File: config.mk
export PLATFORM = sky130hd
export DESIGN_NAME = rom_fetch_unit
export DESIGN_NICKNAME = d
export VERILOG_FILES = /design/src/rtl/rom_fetch_unit.sv
export SDC_FILE = /design/constraint.sdc
export NUM_CORES = 1
export LEC_CHECK = 0
export CORE_MARGIN = 1.5
export CORE_UTILIZATION = 55
export CTS_BUF_LIST = sky130_fd_sc_hd__clkbuf_2
export CTS_CLUSTER_SIZE = 40
export DETAILED_ROUTE_END_ITERATION = 8
export PLACE_DENSITY = 0.87
export SYNTH_ARGS = -nofsm -noshare
export SYNTH_HDL_FRONTEND = slang
export SYNTH_SLANG_ARGS = --single-unit
File: constraint.sdc
create_clock -name clk -period 16.15 [get_ports clk]
set_input_delay 1.615 -clock clk [delete_from_list [all_inputs] [get_ports clk]]
set_output_delay 1.615 -clock clk [all_outputs]
set_load 0.01 [all_outputs]
File: src/rtl/rom_fetch_unit.sv
// rtl/rom_fetch_unit.sv - instruction fetch sequencer with prefetch buffer for a combinational program ROM
module rom_fetch_unit #(
   parameter logic [31:0] RESET_PC   = 32'h0000_0000,
   parameter int unsigned ROM_WORDS  = 513,
   parameter int unsigned FIFO_DEPTH = 2
) (
   input  logic        clk,
   input  logic        rst,
   output logic [31:0] rom_addr,
   input  logic [31:0] rom_data,
   output logic        inst_valid,
   input  logic        inst_ready,
   output logic [31:0] inst_data,
   output logic [31:0] inst_pc,
   input  logic        redirect_valid,
   input  logic [31:0] redirect_pc,
   input  logic        halt,
   output logic        fault,
   output logic [1:0]  state
);

   localparam int unsigned       PTR_W       = (FIFO_DEPTH > 1) ? $clog2(FIFO_DEPTH) : 1;
   localparam int unsigned       CNT_W       = PTR_W + 1;
   localparam logic [CNT_W-1:0]  DEPTH_C     = CNT_W'(FIFO_DEPTH);
   localparam logic [31:0]       ROM_WORDS_C = 32'(ROM_WORDS);
   localparam logic [PTR_W-1:0]  PTR_ONE     = PTR_W'(1);
   localparam logic [CNT_W-1:0]  CNT_ONE     = CNT_W'(1);

   typedef enum logic [1:0] {
      ST_RUN   = 2'd0,
      ST_HALT  = 2'd1,
      ST_FAULT = 2'd2
   } state_e;

   state_e            state_q, state_d;
   logic [31:0]       fetch_pc_q, fetch_pc_d;
   logic              fault_q, fault_d;

   logic [31:0]       buf_pc_q   [FIFO_DEPTH];
   logic [31:0]       buf_data_q [FIFO_DEPTH];
   logic [PTR_W-1:0]  rd_ptr_q, wr_ptr_q;
   logic [CNT_W-1:0]  count_q;

   logic              pop;
   logic              push;
   logic              flush;
   logic              fifo_full;
   logic              can_enqueue;
   logic              pc_out_of_range;

   // ROM is addressed by word index; the low two pc bits are always zero in legal operation
   assign rom_addr        = {2'b00, fetch_pc_q[31:2]};
   assign pc_out_of_range = ({2'b00, fetch_pc_q[31:2]} >= ROM_WORDS_C);

   assign inst_valid  = (count_q != '0);
   assign inst_data   = inst_valid ? buf_data_q[rd_ptr_q] : '0;
   assign inst_pc     = inst_valid ? buf_pc_q[rd_ptr_q]   : '0;

   assign fifo_full   = (count_q == DEPTH_C);
   assign pop         = inst_valid && inst_ready;
   // a pop in the same cycle frees a slot, so a full buffer can still accept
   assign can_enqueue = !fifo_full || pop;

   assign fault = fault_q;
   assign state = state_q;

   // next-state: redirect beats fault check, fault check beats halt, halt beats fetch
   always_comb begin
      state_d    = state_q;
      fetch_pc_d = fetch_pc_q;
      fault_d    = fault_q;
      push       = 1'b0;
      flush      = 1'b0;

      if (redirect_valid && (state_q != ST_FAULT)) begin
         flush = 1'b1;
         if (redirect_pc[1:0] != 2'b00) begin
            state_d = ST_FAULT;
            fault_d = 1'b1;
         end else begin
            fetch_pc_d = redirect_pc;
         end
      end else begin
         case (state_q)
            ST_RUN: begin
               if (can_enqueue && pc_out_of_range) begin
                  state_d = ST_FAULT;
                  fault_d = 1'b1;
               end else if (halt) begin
                  state_d = ST_HALT;
               end else if (can_enqueue) begin
                  push       = 1'b1;
                  fetch_pc_d = fetch_pc_q + 32'd4;
               end
            end
            ST_HALT: begin
               if (!halt) begin
                  state_d = ST_RUN;
               end
            end
            default: begin
               state_d = ST_FAULT;
            end
         endcase
      end
   end

   // control registers: pc, sequencer state, sticky fault
   always_ff @(posedge clk) begin
      if (rst) begin
         state_q    <= ST_RUN;
         fetch_pc_q <= RESET_PC;
         fault_q    <= 1'b0;
      end else begin
         state_q    <= state_d;
         fetch_pc_q <= fetch_pc_d;
         fault_q    <= fault_d;
      end
   end

   // buffer bookkeeping; flush drops everything including a same-cycle pop
   always_ff @(posedge clk) begin
      if (rst || flush) begin
         rd_ptr_q <= '0;
         wr_ptr_q <= '0;
         count_q  <= '0;
      end else begin
         if (push) begin
            wr_ptr_q <= wr_ptr_q + PTR_ONE;
         end
         if (pop) begin
            rd_ptr_q <= rd_ptr_q + PTR_ONE;
         end
         case ({push, pop})
            2'b10:   count_q <= count_q + CNT_ONE;
            2'b01:   count_q <= count_q - CNT_ONE;
            default: count_q <= count_q;
         endcase
      end
   end

   // buffer storage; contents are only visible through the count-gated head outputs
   always_ff @(posedge clk) begin
      if (push && !rst) begin
         buf_pc_q[wr_ptr_q]   <= fetch_pc_q;
         buf_data_q[wr_ptr_q] <= rom_data;
      end
   end

endmodule

==> impl_results.md <==
- # resized after CTS: 0
- CP Launch Type: flop
- DIE AREA: about 13,000 sq um
- Post-Syn Instances: 549
- Fin. max-slew vios: 0
- Area leader, netlist: edfxtp_1
- Die height: approximately 120 microns
- Clock skew: between 0.02 and 0.03 ns
- Number of enable flip-flop cells after synthesis: 128
- First-pass GRT wire length: 23.47 mm
- Max Root-Sink Buffers: 2
- Hold Violations, Final: 0
- Routed WL per cell: around 17 microns
- Grt ovf: 0
- Starting density of the core: a little under three fifths
- Share of layout cells above drive strength 1: under 10%
- Setup TNS Final: 0 ns
- Initial DRC count: 473
- F_max: 0.2245 GHz
- Post-CTS Setup Repair Bufs: 0
- Peak VDD IR: just over 0.05 mV
- Detailed placer's ending HPWL: approximately 10 mm
- Gpl congestion: a little over 0.8
- Async set-reset flop share out of synthesis: 0%
- Hold Buf Count CTS: 0
- Share of power burned in registers: ~58%
- Post-synth top cells: edfxtp_1 (128), nor2_1 (84), mux2i_1 (66)
- Net Sw Frac: 26.89%
- H-tree levels: 4
- Clk sinks: between 150 and 200
- Yosys top cell area share: around 55%
- Pwr Density: ~96 nW/um^2
- ANT cells: 0
- Layout area overhead: 26.21%
- CTS tree: built
- Status: finished clean
- Crit path kind: flop to output pin
- Synth Area per Inst: 12.76 sq um
- WL final: approximately 15 mm
- Hold Path Class: flop to flop
- Number of core rows: 41
- Yosys warns: 0
- Fin nets: 756
- Clock share of power: 26.6%
- TritonRoute pass-1 iters: 5
- Crit. End Element: output pin
- Cell Area, Synth: 7007 sq um
- Endpoints failing setup: 0
- CP max stage cell: nor2_4
- Static Leak: approximately 2.8 nW
- Total number of vias: approximately 4,700
- Max cap viols: 0
- Vias in the first global route: around 4,600
- Worst Tran Pin Value: 1.135 ns
- Crit-path max cell delay: approximately 0.63 ns
- Worst skew pair latency: around 0.7 ns
- DRC errors left: 0
- Most used DFF post-synth: edfxtp_1
- Post-synth cell types: 53
- Yosys reg bits: 168
- # port buffers: between 150 and 200
- ANT nets after route: 0
- Worst-path cell chain: nor2_4, buf_4, nor2_1, clkdlybuf4s50_1
- Die width: around 120 microns
- Pint: about 0.0006 W
- Combinational Power Share: 15.4%
- Area contributors post-synth: edfxtp_1 (55%), dfxtp_1 (11%), mux2i_1 (9.4%)
- # IOs: ~170
- Vias per cell: about 5.5
- Tmin final: around 4.5 ns
- Crit path DAT: around 2.8 ns
- Total track usage: around 23%
- Max-slew headroom: between 20 and 25%
- Clock transition at path regs: between 0.2 and 0.25 ns
- Core Area: between 10,000 and 15,000 sq um
- Antenna violations before repair: 0
- Largest net degree at the start of global routing: 65
- CTS buffer count: 17
- Period utilization: between 20% and 30%
- Count leader, synth: edfxtp_1
- Crit path max fanout: 33
- RSZ-0062 raised after global routing: no
- Final core occ: around 71%
- Root Driver: clkbuf_2
- Fill cell count: roughly 900
- NetSw: between 0.0002 and 0.00025 W
- Post-synthesis sequential area ratio: 66.29%
- WP data required: between 10 and 15 ns
==> layout make-up <==
cell class,count,area (sq um),share of cell area [%]
inverters,9,33.78,0.3820
clock inverters,15,166.4,1.882
clock buffers,17,85.08,0.9621
multi-input cells,315,1988,22.48
flip-flops and latches,168,4648,52.56
well taps,172,215.2,2.433
repair buffers,172,1707,19.30
==> final timing paths <==
| check | start | to | slack, ns | cells past startpoint |
|---|---|---|---|---|
| worst min-delay path | fetch_pc_q[0] | buf_pc_q[0][0] | 0.49 | 0 |
| worst min register to register | fetch_pc_q[0] | buf_pc_q[0][0] | 0.49 | 0 |
| worst max register to register | fetch_pc_q[3] | buf_pc_q[1][13] | 12.97 | 8 |
| worst max-delay path | count_q[1] | inst_pc[18] | 11.70 | 4 |
==> power groups by stage <==
stage	clock, W	sequential [W]	combinational [W]
floorplan	0	0.000495	0.0000727
global placement	0	0.000499	0.000126
detailed placement	0	0.000500	0.000129
CTS	0.000228	0.000491	0.000130
global route	0.000248	0.000493	0.000140
finish	0.000225	0.000491	0.000130
==> through the flow <==
| step | instances | instance area (sq um) | hold WS, ns | worst slack, ns | total power [W] |
|---|---|---|---|---|---|
| after floorplan | 550 | 7010 | 0.4174 | 8.576 | 0.0005680 |
| after global routing | 868 | 8843 | 0.5128 | 11.48 | 0.0008811 |
| after detailed placement | 836 | 8592 | 0.4442 | 11.83 | 0.0006294 |
| after global placement | 836 | 8592 | 0.4319 | 11.98 | 0.0006255 |
| final | 868 | 8843 | 0.4896 | 11.70 | 0.0008457 |
| after CTS | 868 | 8843 | 0.4930 | 11.62 | 0.0008488 |
==> worst max-delay path: cells and delay by family, from the launching register on <==
family	cells	cell delay, ns
buf+inv	2	0.95
simple gates	2	0.76
flops	1	0.41
==> state kept, by name, summed over array words and instances (netlist names), named ones only <==
register    flops
fetch_pc_q     32
wr_ptr_q        1
state           2
buf_data_q     64
count_q         2
buf_pc_q       64
rd_ptr_q        1
fault           1
==> logic make-up after synthesis <==
group	count (synthesis)	synth area share (%)
and+or+nand+nor	171	11.07
DFF	168	66.29
AOI/OAI and AO/OA	67	6.179
buffers and inverters	67	5.643
muxes	66	9.429
xor gates and xnor gates	5	0.6251
adders and majority gates	4	0.7143
other	1	0.05352
==> layout by cell type, fill, tap and decap left out, types with 4 or more instances in the layout <==
master           netlist  final
mux2i_1               66     66
clkbuf_2               0     17
clkinv_4               0      4
clkdlybuf4s50_1        0    166
inv_6                  0      5
o21ai_0                9      9
nand2_1               30     30
and3_1                 4      4
ha_1                   4      4
buf_4                 32      6
nor4_1                 8      8
dfxtp_1               40     39
nor3_1                 9      8
inv_1                  9      9
nand3_1               19     19
a21oi_1               30     30
nor2_1                84     83
edfxtp_1             128    128
==> routing by layer <==
metal | vias up | GRT usage (%) | part of all wire [%]
met5 | - | 0 | 0
met4 | 0 | 6.098 | 1.3
met3 | 19 | 5.492 | 6.8
met2 | 207 | 39.88 | 50
met1 | 2267 | 29.52 | 42
li1 | 2241 | - | -
(Power assumes the default switching activity.)
